===== config.mk =====
export PLATFORM = sky130hd
export DESIGN_NAME = sram_bist
export DESIGN_NICKNAME = d
export VERILOG_FILES = /design/src/rtl/sram_bist.sv
export SDC_FILE = /design/constraint.sdc
export NUM_CORES = 1
export LEC_CHECK = 0
export ABC_AREA = 1
export CAP_MARGIN = 5
export CORE_MARGIN = 2
export CORE_UTILIZATION = 30
export DETAILED_ROUTE_END_ITERATION = 8
export PLACE_DENSITY = 0.52
export RECOVER_POWER = 50
export SETUP_SLACK_MARGIN = 0.5
export SYNTH_ARGS = -nofsm -noshare
export SYNTH_HDL_FRONTEND = slang
export SYNTH_SLANG_ARGS = --single-unit
export TNS_END_PERCENT = 1

===== constraint.sdc =====
create_clock -name i_clk -period 2.8 [get_ports i_clk]
set_input_delay 0.84 -clock i_clk [delete_from_list [all_inputs] [get_ports i_clk]]
set_output_delay 0.84 -clock i_clk [all_outputs]
set_load 0.02 [all_outputs]

===== src/rtl/sram_bist.sv =====
// sram_bist: write/read-back self-test sequencer driving the SRAM access block request port.
// Optional second pass with the inverted pattern is enabled by defining SRAM_BIST_INVERT_PASS_EN.
module sram_bist #(
    parameter int         ADDR_W    = 20,
    parameter int         DATA_W    = 8,
    parameter logic [7:0] SEED      = 8'hA5,
    parameter int         BLINK_BIT = 25
) (
    input  logic              i_clk,
    input  logic              i_rst_n,
    input  logic              i_start,
    output logic              o_req_valid,
    input  logic              i_req_ready,
    output logic              o_req_we,
    output logic [ADDR_W-1:0] o_req_addr,
    output logic [DATA_W-1:0] o_req_wdata,
    input  logic              i_rsp_valid,
    input  logic [DATA_W-1:0] i_rsp_rdata,
    output logic              o_busy,
    output logic              o_done,
    output logic              o_pass,
    output logic [ADDR_W-1:0] o_fail_addr,
    output logic [DATA_W-1:0] o_fail_exp,
    output logic [DATA_W-1:0] o_fail_got,
    output logic              o_led
);

    typedef enum logic [2:0] {
        ST_IDLE = 3'd0,
        ST_WR   = 3'd1,
        ST_RD   = 3'd2,
        ST_WAIT = 3'd3,
        ST_DONE = 3'd4
    } state_t;

    // Address bits above ADDR_W read as zero; ADDR_W is at most 20.
    function automatic logic [7:0] pattern_f(input logic [ADDR_W-1:0] a);
        logic [19:0] a20;
        a20 = 20'd0;
        a20[ADDR_W-1:0] = a;
        return a20[7:0] ^ a20[15:8] ^ {4'b0000, a20[19:16]} ^ SEED;
    endfunction

    state_t              state_r, state_nx_s;
    logic [ADDR_W-1:0]   addr_r, addr_nx_s;
    logic                pass2_r, pass2_nx_s;
    logic                done_r, done_nx_s;
    logic                pass_r, pass_nx_s;
    logic [ADDR_W-1:0]   fail_addr_r, fail_addr_nx_s;
    logic [7:0]          fail_exp_r, fail_exp_nx_s;
    logic [7:0]          fail_got_r, fail_got_nx_s;
    logic                req_valid_r, req_valid_nx_s;
    logic                req_we_r, req_we_nx_s;
    logic [7:0]          req_wdata_r, req_wdata_nx_s;
    logic                busy_r, busy_nx_s;
    logic                led_r, led_nx_s;
    logic [BLINK_BIT:0]  cnt_r, cnt_nx_s;
    logic                accept_s;
    logic                addr_last_s;
    logic [7:0]          exp_s;

    assign accept_s    = req_valid_r & i_req_ready;
    assign addr_last_s = &addr_r;
    assign exp_s       = pass2_r ? ~pattern_f(addr_r) : pattern_f(addr_r);
    assign cnt_nx_s    = cnt_r + (BLINK_BIT+1)'(1);

    // State and datapath registers, including every registered output.
    always_ff @(posedge i_clk or negedge i_rst_n) begin
        if (!i_rst_n) begin
            state_r     <= ST_IDLE;
            addr_r      <= '0;
            pass2_r     <= 1'b0;
            done_r      <= 1'b0;
            pass_r      <= 1'b0;
            fail_addr_r <= '0;
            fail_exp_r  <= 8'h00;
            fail_got_r  <= 8'h00;
            req_valid_r <= 1'b0;
            req_we_r    <= 1'b0;
            req_wdata_r <= 8'h00;
            busy_r      <= 1'b0;
            led_r       <= 1'b0;
            cnt_r       <= '0;
        end else begin
            state_r     <= state_nx_s;
            addr_r      <= addr_nx_s;
            pass2_r     <= pass2_nx_s;
            done_r      <= done_nx_s;
            pass_r      <= pass_nx_s;
            fail_addr_r <= fail_addr_nx_s;
            fail_exp_r  <= fail_exp_nx_s;
            fail_got_r  <= fail_got_nx_s;
            req_valid_r <= req_valid_nx_s;
            req_we_r    <= req_we_nx_s;
            req_wdata_r <= req_wdata_nx_s;
            busy_r      <= busy_nx_s;
            led_r       <= led_nx_s;
            cnt_r       <= cnt_nx_s;
        end
    end

    // Next-state and result logic; end of a phase is detected by an all-ones address.
    always_comb begin
        state_nx_s     = state_r;
        addr_nx_s      = addr_r;
        pass2_nx_s     = pass2_r;
        done_nx_s      = done_r;
        pass_nx_s      = pass_r;
        fail_addr_nx_s = fail_addr_r;
        fail_exp_nx_s  = fail_exp_r;
        fail_got_nx_s  = fail_got_r;
        case (state_r)
            ST_IDLE, ST_DONE: begin
                if (i_start) begin
                    state_nx_s     = ST_WR;
                    addr_nx_s      = '0;
                    pass2_nx_s     = 1'b0;
                    done_nx_s      = 1'b0;
                    pass_nx_s      = 1'b0;
                    fail_addr_nx_s = '0;
                    fail_exp_nx_s  = 8'h00;
                    fail_got_nx_s  = 8'h00;
                end else begin
                    state_nx_s = state_r;
                end
            end
            ST_WR: begin
                if (accept_s) begin
                    if (addr_last_s) begin
                        state_nx_s = ST_RD;
                        addr_nx_s  = '0;
                    end else begin
                        addr_nx_s = addr_r + ADDR_W'(1);
                    end
                end else begin
                    state_nx_s = ST_WR;
                end
            end
            ST_RD: begin
                if (accept_s) begin
                    state_nx_s = ST_WAIT;
                end else begin
                    state_nx_s = ST_RD;
                end
            end
            ST_WAIT: begin
                if (i_rsp_valid) begin
                    if (i_rsp_rdata != exp_s) begin
                        state_nx_s     = ST_DONE;
                        done_nx_s      = 1'b1;
                        pass_nx_s      = 1'b0;
                        fail_addr_nx_s = addr_r;
                        fail_exp_nx_s  = exp_s;
                        fail_got_nx_s  = i_rsp_rdata;
                    end else if (addr_last_s) begin
`ifdef SRAM_BIST_INVERT_PASS_EN
                        if (!pass2_r) begin
                            state_nx_s = ST_WR;
                            addr_nx_s  = '0;
                            pass2_nx_s = 1'b1;
                        end else begin
                            state_nx_s = ST_DONE;
                            done_nx_s  = 1'b1;
                            pass_nx_s  = 1'b1;
                        end
`else
                        state_nx_s = ST_DONE;
                        done_nx_s  = 1'b1;
                        pass_nx_s  = 1'b1;
`endif
                    end else begin
                        state_nx_s = ST_RD;
                        addr_nx_s  = addr_r + ADDR_W'(1);
                    end
                end else begin
                    state_nx_s = ST_WAIT;
                end
            end
            default: begin
                state_nx_s = ST_IDLE;
            end
        endcase
    end

    // Outputs decoded from the upcoming state so they can be registered without extra latency.
    always_comb begin
        req_valid_nx_s = 1'b0;
        req_we_nx_s    = 1'b0;
        req_wdata_nx_s = 8'h00;
        busy_nx_s      = 1'b0;
        led_nx_s       = 1'b0;
        case (state_nx_s)
            ST_WR: begin
                req_valid_nx_s = 1'b1;
                req_we_nx_s    = 1'b1;
                req_wdata_nx_s = pass2_nx_s ? ~pattern_f(addr_nx_s) : pattern_f(addr_nx_s);
                busy_nx_s      = 1'b1;
                led_nx_s       = cnt_nx_s[BLINK_BIT-2];
            end
            ST_RD: begin
                req_valid_nx_s = 1'b1;
                busy_nx_s      = 1'b1;
                led_nx_s       = cnt_nx_s[BLINK_BIT-2];
            end
            ST_WAIT: begin
                busy_nx_s = 1'b1;
                led_nx_s  = cnt_nx_s[BLINK_BIT-2];
            end
            ST_DONE: begin
                if (pass_nx_s) begin
                    led_nx_s = 1'b1;
                end else begin
                    led_nx_s = cnt_nx_s[BLINK_BIT];
                end
            end
            default: begin
                led_nx_s = 1'b0;
            end
        endcase
    end

    assign o_req_valid = req_valid_r;
    assign o_req_we    = req_we_r;
    assign o_req_addr  = addr_r;
    assign o_req_wdata = req_wdata_r;
    assign o_busy      = busy_r;
    assign o_done      = done_r;
    assign o_pass      = pass_r;
    assign o_fail_addr = fail_addr_r;
    assign o_fail_exp  = fail_exp_r;
    assign o_fail_got  = fail_got_r;
    assign o_led       = led_r;

endmodule


==> results of run 1 <==
[cells in the mapped netlist, drive strengths merged]
| cell type | instances | share of area (%) |
|---|---|---|
| or2 | 1 | 0.14 |
| nor2 | 104 | 7.1 |
| o221ai | 1 | 0.14 |
| xnor2 | 9 | 1.3 |
| buf | 26 | 2.7 |
| nand2 | 225 | 14 |
| clkbuf | 10 | 0.60 |
| nor3 | 13 | 1.4 |
| ha | 3 | 0.60 |
| a21oi | 26 | 2.1 |
| clkinv | 6 | 0.36 |
| a31oi | 2 | 0.20 |
| nand3b | 11 | 1.5 |
| xor2 | 31 | 4.3 |
| o21ai | 49 | 4.0 |
| inv | 105 | 6.3 |
| mux2 | 5 | 0.90 |
| a21boi | 1 | 0.12 |
| nand4 | 33 | 3.7 |
| o211ai | 15 | 1.8 |
| nor4 | 1 | 0.10 |
| dfrtp | 100 | 40 |
| nand3 | 69 | 6.3 |
[repair_timing]
action                                  in CTS  in global routing
hold endpoints to repair                     0                  0
pin swaps                                    6                 20
cloned                                       1                  1
buffers inserted                             3                 22
endpoints found under the setup margin      75                 90
gates resized for setup                     20                 57
[per-stage QoR]
step / hold slack (ns) / std cells
floorplan: 0.421 / 846
global placement: 0.449 / 1224
detailed placement: 0.444 / 1224
CTS: 0.424 / 1243
global route: 0.471 / 1266
finish: 0.458 / 1266
[worst max-delay path, stage by stage, from the launching register on]
cell and delay, ns:
dfrtp_2 0.43, buf_4 0.14, buf_4 0.13, clkdlybuf4s50_1 0.60
[area by class of cell]
cell class	count	share of cell area, %
Tap cell	270	3.92
Timing Repair Buffer	169	18.2
Clock buffer	9	2.62
Inverter	111	5.03
Clock inverter	6	1.58
Sequential cell	100	29.1
Multi-Input combinational cell	601	39.5
[routing by layer]
layer / share of wire, % / vias to the layer above / global-route usage [%]
li1: - / 3005 / -
met1: 48 / 2802 / 25.2
met2: 46 / 166 / 28.4
met3: 5.7 / 15 / 3.83
met4: 1.2 / 0 / 4.19
met5: 0 / - / 0
[cells by family after synthesis]
kind of cell / count (synthesis)
compound gates: 94
simple gates: 457
xor+xnor: 40
buf+inv: 147
fa+ha+maj: 3
flops: 100
mux: 5
[flip-flops by register name (all words and copies together), names as in the netlist]
register,flops
cnt_r,26
o_req_addr,20
state_r,3
o_req_wdata,8
o_fail_addr,20
o_req_valid,1
o_fail_exp,8
o_busy,1
o_req_we,1
o_led,1
o_done,1
pass2_r,1
o_pass,1
o_fail_got,8
[power by group]
group          leakage [nW]  internal (mW)  switching (mW)
clock                 0.172          0.963           0.576
sequential             1.29           1.74           0.228
combinational          2.59           2.04            2.94
total                  4.05           4.75            3.75
[path summary, 6_finish.rpt]
path,startpoint,endpoint,slack [ns],depth (start not counted)
max in group asynchronous,i_rst_n,o_req_addr[4],0.72,1
worst min-delay path,cnt_r[0],cnt_r[0],0.46,1
worst max-delay path,o_req_addr[4],o_req_addr[4],0.31,3
worst max register to register,pass2_r,o_req_wdata[0],0.33,22
min in group asynchronous,i_rst_n,o_req_addr[15],0.95,1
worst min register to register,cnt_r[0],cnt_r[0],0.46,1
==> summary.md, run 1 <==
| Metric | Value |
|---|---|
| CTS clk-pin slew, worst paths | 0.07 ns |
| Main combinational cell family by area after synthesis | simple AND/OR/NAND/NOR gates |
| Syn_area_per_cell | 7.41 sq um |
| Antenna violations before repair | 0 |
| Routed wire length | 19800 um |
| Most common cell after layout, fill and taps aside | nand2_1 |
| Peak VDD IR | 429 uV |
| Crit start category | flop |
| Placed inst area | 0.00782 sq mm |
| Worst skew pair latency | 0.35 ns |
| Worst slack, placed | -0.204 ns |
| Register area | 0.00251 sq mm |
| Syn. warnings | 0 |
| RSZ-0062 raised after global routing | yes |
| Max-cap violations | 1 |
| Final setup violation count | 0 |
| Status | finished, violations left |
| Post-Syn Area | 0.00627 sq mm |
| Core ar. | 0.0204 sq mm |
| Pwr dens | 986 mW/mm^2 |
| Gate count after technology mapping | 846 |
| Post-synthesis adder-cell area fraction | 0.599% |
| IO Count | 83 |
| Congestion Overflow GR | 0 |
| Fill cells | 2088 |
| Synth unique cells | 43 |
| Diodes inserted | 0 |
| Antenna Nets Post-Route | 0 |
| Port Buffer Count | 82 |
| First-pass GRT wire length | 31000 um |
| Critical path class | flop to output pin |
| DRC viols | 0 |
| Final Cycle Share | 89.1% |
| Worst path required time | 1.96 ns |
| Slew Limit Fails | 25 |
| Final hold violation count | 0 |
| Layout cells sized above 1 | 22.3% |
| Leak | 4.05 nW |
| Setup TNS | 0 ns |
| Die Area | 0.0221 sq mm |
| Fin worst setup slack | 0.306 ns |
| Most frequent cells in the layout | nand2_1 (189), dfrtp_1 (95), inv_1 (92), nor2_1 (83), buf_4 (72) |
| Vias in the first global route | 5693 |
| Rows | 52 |
| Actual slew at the worst max-slew pin | 1.75 ns |
| Crit path time final | 2.49 ns |
| Critical Path AT | 1.65 ns |
| Syn Nets | 862 |
| Die Span Y | 149 um |
| Area of the multi-input gates | 0.00340 sq mm |
| Sequential fraction of the synthesis area | 39.9% |
| Fmax | 0.401 GHz |
| Die Wd | 149 um |
| Final #Nets | 1008 |
| CP max FO | 5 |
| Synth Area in Simple Gates | 34.6% |
| XOR/XNOR Fraction of Synth Area | 5.59% |
| WL per Instance | 15.7 um |
| Area grow syn2layout | 37.4% |
| Hold Buf Count CTS | 0 |
| GPL Wtd Cong | 0.933 |
| Tot GR Track Use | 17.9% |
| Final instance area | 0.00861 sq mm |
| Mux cell area share after synthesis | 0.899% |
| Worst clock skew | 0.00938 ns |
| Max_slew headroom | -16.8% |
| Worst setup EP type | output pin |
| Clock sinks | 100 |
| Overall power | 8.49 mW |
| HPWL after detailed placement | 14500 um |
| Via count | 5988 |
| Vias per inst | 4.73 |
| Violated checks | capacitance limit, slew limit |
| CTS tree | yes |
| CTS H-tree lvls | 3 |
| Initial DRC count | 394 |
| Yosys reg bits | 100 |
| Largest net degree at the start of global routing | 63 |
| Hold WC Path Type | flop to flop |
| Compound-Gate Fraction of Synth Area | 8.43% |
| Initial core utilization | 30.8% |
| CTS Buf Count | 9 |
| Root Driver | clkbuf_16 |
| Pre-antenna DRT Iters | 5 |
| Maximum buffer depth of the clock tree | 2 |
| Layout Utilization | 42.3% |
Note: power is estimated with default switching activity, not from simulation.
==> run 2: changes to the inputs <==
--- a/config.mk
+++ b/config.mk
@@ -10,7 +10,6 @@
 export CORE_MARGIN = 2
 export CORE_UTILIZATION = 30
 export DETAILED_ROUTE_END_ITERATION = 8
-export PLACE_DENSITY = 0.52
 export RECOVER_POWER = 50
 export SETUP_SLACK_MARGIN = 0.5
 export SYNTH_ARGS = -nofsm -noshare
==> run 2 against run 1 <==
  * The run still ends with capacitance limit, slew limit left
  * Routed wire length fell by 3.5%
  * Non-clock buffer count rose by 3
  * Sequential power barely moved
  * Flip-flop and latch count did not move
  * Utilization fell by 0.53 points
  * Clock skew fell by 0.0016 ns
  * Sequential share of layout area rose by 0.39 points
  * Hold slack improved by 0.00063 ns
  * Global-route usage fell by 0.35 points
  * Critical endpoint is now o_req_addr[2]
==> summary.md, run 2 (same netlist as run 1, synthesis figures left out) <==
| Metric | Value |
|---|---|
| Hold Crit Depth | 1 (unchanged) |
| Fill cells | 2084 (-0.19%) |
| Status | finished, violations left |
| Reg2Reg Setup Slack | 0.31 ns (-0.02 ns) |
| Diodes inserted | 0 (unchanged) |
| GPL Wtd Cong | 0.948 (+1.6%) |
| Initial core utilization | 30.8% (unchanged) |
| Comb power frac | 60.1% (+1.4 points) |
| Peak VDD IR | 366 uV (-15%) |
| Max-cap violations | 1 (unchanged) |
| Die Wd | 149 um (unchanged) |
| CTS H-tree lvls | 3 (unchanged) |
| DRT met1 WL | 8810 um (-6.7%) |
| Via count | 6090 (+1.7%) |
| Slew Limit Fails | 28 (+12%) |
| Initial DRC count | 438 (+11%) |
| Crit start category | flop |
| Tot GR Track Use | 17.6% (-0.35 points) |
| Rows | 52 (unchanged) |
| Switching Share | 45.8% (+1.7 points) |
| Vias per inst | 4.80 (+1.5%) |
| Port Buffer Count | 82 (unchanged) |
| DR WL met2 | 8770 um (-3.1%) |
| Max_slew headroom | -11.8% (+5.0 points) |
| Final hold violation count | 0 (unchanged) |
| Final #Nets | 1010 (+0.20%) |
| Violated checks | capacitance limit, slew limit |
| Most frequent cells in the layout | nand2_1 (190), dfrtp_1 (94), inv_1 (92), nor2_1 (82), buf_4 (73) |
| Overall power | 8.12 mW (-4.4%) |
| Fmax | 0.396 GHz (-1.2%) |
| CP max FO | 5 (unchanged) |
| CTS tree | yes |
| HPWL after detailed placement | 14300 um (-1.7%) |
| Pwr dens | 955 mW/mm^2 (-3.2%) |
| R2r endpoint | o_req_wdata[0] |
| Core ar. | 0.0204 sq mm (unchanged) |
| Worst path required time | 1.96 ns (about the same) |
| Routed wire length | 19100 um (-3.5%) |
| Critical Path AT | 1.68 ns (+0.03 ns) |
| IO Count | 83 (unchanged) |
| Maximum buffer depth of the clock tree | 2 (unchanged) |
| CP cell instances | buf_4 -> clkdlybuf4s50_1 |
| Largest net degree at the start of global routing | 52 (-17%) |
| Vias in the first global route | 5869 (+3.1%) |
| Area grow syn2layout | 35.7% |
| Metal3 WL | 1150 um (+2.1%) |
| Antenna violations before repair | 0 (unchanged) |
| Crit path time final | 2.52 ns (+0.0291 ns) |
| CTS Buf Count | 9 (unchanged) |
| Final Cycle Share | 90.1% (+1.0 points) |
| Layout cells sized above 1 | 21.9% (-0.37 points) |
| First-pass GRT wire length | 30500 um (-1.6%) |
| Cell Int Power | 4.40 mW (-7.3%) |
| RR Startpoint | o_req_addr[0] |
| Placed inst area | 0.00783 sq mm (about the same) |
| Critical path class | flop to output pin |
| DRC viols | 0 (unchanged) |
| Worst clock skew | 0.00778 ns (-0.00160 ns) |
| Hold Startpoint | cnt_r[0] |
| Worst Hold Slack | 0.459 ns (+0.000635 ns) |
| Final setup violation count | 0 (unchanged) |
| CP peak stage delay | 0.62 ns (+0.02 ns) |
| Worst setup EP type | output pin |
| Final instance area | 0.00850 sq mm (-1.3%) |
| WL per Instance | 15.1 um (-3.8%) |
| Die Span Y | 149 um (unchanged) |
| Antenna Nets Post-Route | 0 (unchanged) |
| Setup TNS | 0 ns (unchanged) |
| Congestion Overflow GR | 0 (unchanged) |
| Leak | 4.01 nW (-0.86%) |
| Worst-case reg-to-reg path depth | 14 (-36%) |
| CTS clk-pin slew, worst paths | 0.07 ns (about the same) |
| Worst path slowest cell | clkdlybuf4s50_1 |
| Most common cell after layout, fill and taps aside | nand2_1 |
| Clock share of power | 15.5% (-2.6 points) |
| Psw | 3.72 mW (-0.69%) |
| Clock sinks | 100 (unchanged) |
| Number of flip-flops under the largest register name | 26 (unchanged) |
| Hold Buf Count CTS | 0 (unchanged) |
| Root Driver | clkbuf_16 |
| WHS Endpoint | cnt_r[0] |
| Pre-antenna DRT Iters | 5 (unchanged) |
| Top Layer Used | met4 |
| Power share of the sequential group | 24.4% (+1.2 points) |
| Die Area | 0.0221 sq mm (unchanged) |
| Hold WC Path Type | flop to flop |
| Actual slew at the worst max-slew pin | 1.68 ns (-0.0748 ns) |
| Most flops, register | cnt_r |
| Worst skew pair latency | 0.36 ns (about the same) |
| RSZ-0062 raised after global routing | yes |
[run 2: changes by cell type in the layout (fill, tap and decap cells not counted), sizes merged, moves of 2 or more]
| cell | change |
|---|---|
| clkinv | +6 |
| clkdlybuf4s50 | -5 |
| clkbuf | +2 |
| bufinv | -4 |
| dlygate4sd3 | +5 |
[run 2: metal layers]
metal | up-vias | track usage (%)
li1 | 3011 | -
met1 | 2865 | 24.4
met2 | 184 | 27.7
met3 | 30 | 3.22
met4 | 0 | 6.24
met5 | - | 0
[run 2: final cells by class]
cell class                      count  area, sq um  share of cell area, %
Clock inverter                      7         76.3                  0.898
Multi-Input combinational cell    599         3350                   39.4
Inverter                          111          430                   5.06
Sequential cell                   100         2510                   29.5
Timing Repair Buffer              172         1570                   18.5
Timing Repair inverter              1         5.00                 0.0589
Tap cell                          270          338                   3.97
Clock buffer                        9          225                   2.65
[run 2: how the worst max path moves through the flow]
stage / start / cells after the start / slack (ns) / end
after floorplan: o_req_addr[0] / 16 / 0.45 / o_req_wdata[0]
after global placement: i_rsp_rdata[4] / 17 / -0.14 / o_req_wdata[0]
after detailed placement: i_rsp_rdata[4] / 17 / -0.19 / o_req_wdata[0]
after CTS: i_rsp_rdata[2] / 15 / 0.28 / o_req_wdata[1]
after global routing: o_req_addr[1] / 21 / 0.1 / o_req_wdata[0]
final: o_req_addr[2] / 2 / 0.28 / o_req_addr[2]
[run 2: power groups by stage]
stage / Combinational, mW / Sequential [mW] / Clock [mW]
CTS: 4.51 / 1.98 / 1.31
global route: 5.35 / 2.01 / 1.37
finish: 4.88 / 1.98 / 1.26
global placement: 4.39 / 2.01 / 0
detailed placement: 4.42 / 2.00 / 0
floorplan: 2.37 / 2.29 / 0
[run 2: repair_timing]
| item | 4_1_cts | 5_1_grt |
|---|---|---|
| gates cloned | 0 | 1 |
| pin swaps | 4 | 26 |
| setup buffers | 6 | 19 |
| setup endpoints to repair | 78 | 92 |
| resized for setup | 13 | 55 |
[run 2: worst max-delay path: cells and delay by family, from the launching register on]
kind,cells,cell delay (ns)
flops,1,0.50
buf+inv,2,0.83
[run 2: metrics by stage]
stage	setup slack [ns]	util, %	instances
after global routing	0.0996	41.8	1269
final	0.277	41.8	1269
after CTS	0.284	40.1	1249
after global placement	-0.138	38.4	1227
after detailed placement	-0.189	38.4	1227
after floorplan	0.454	-	846
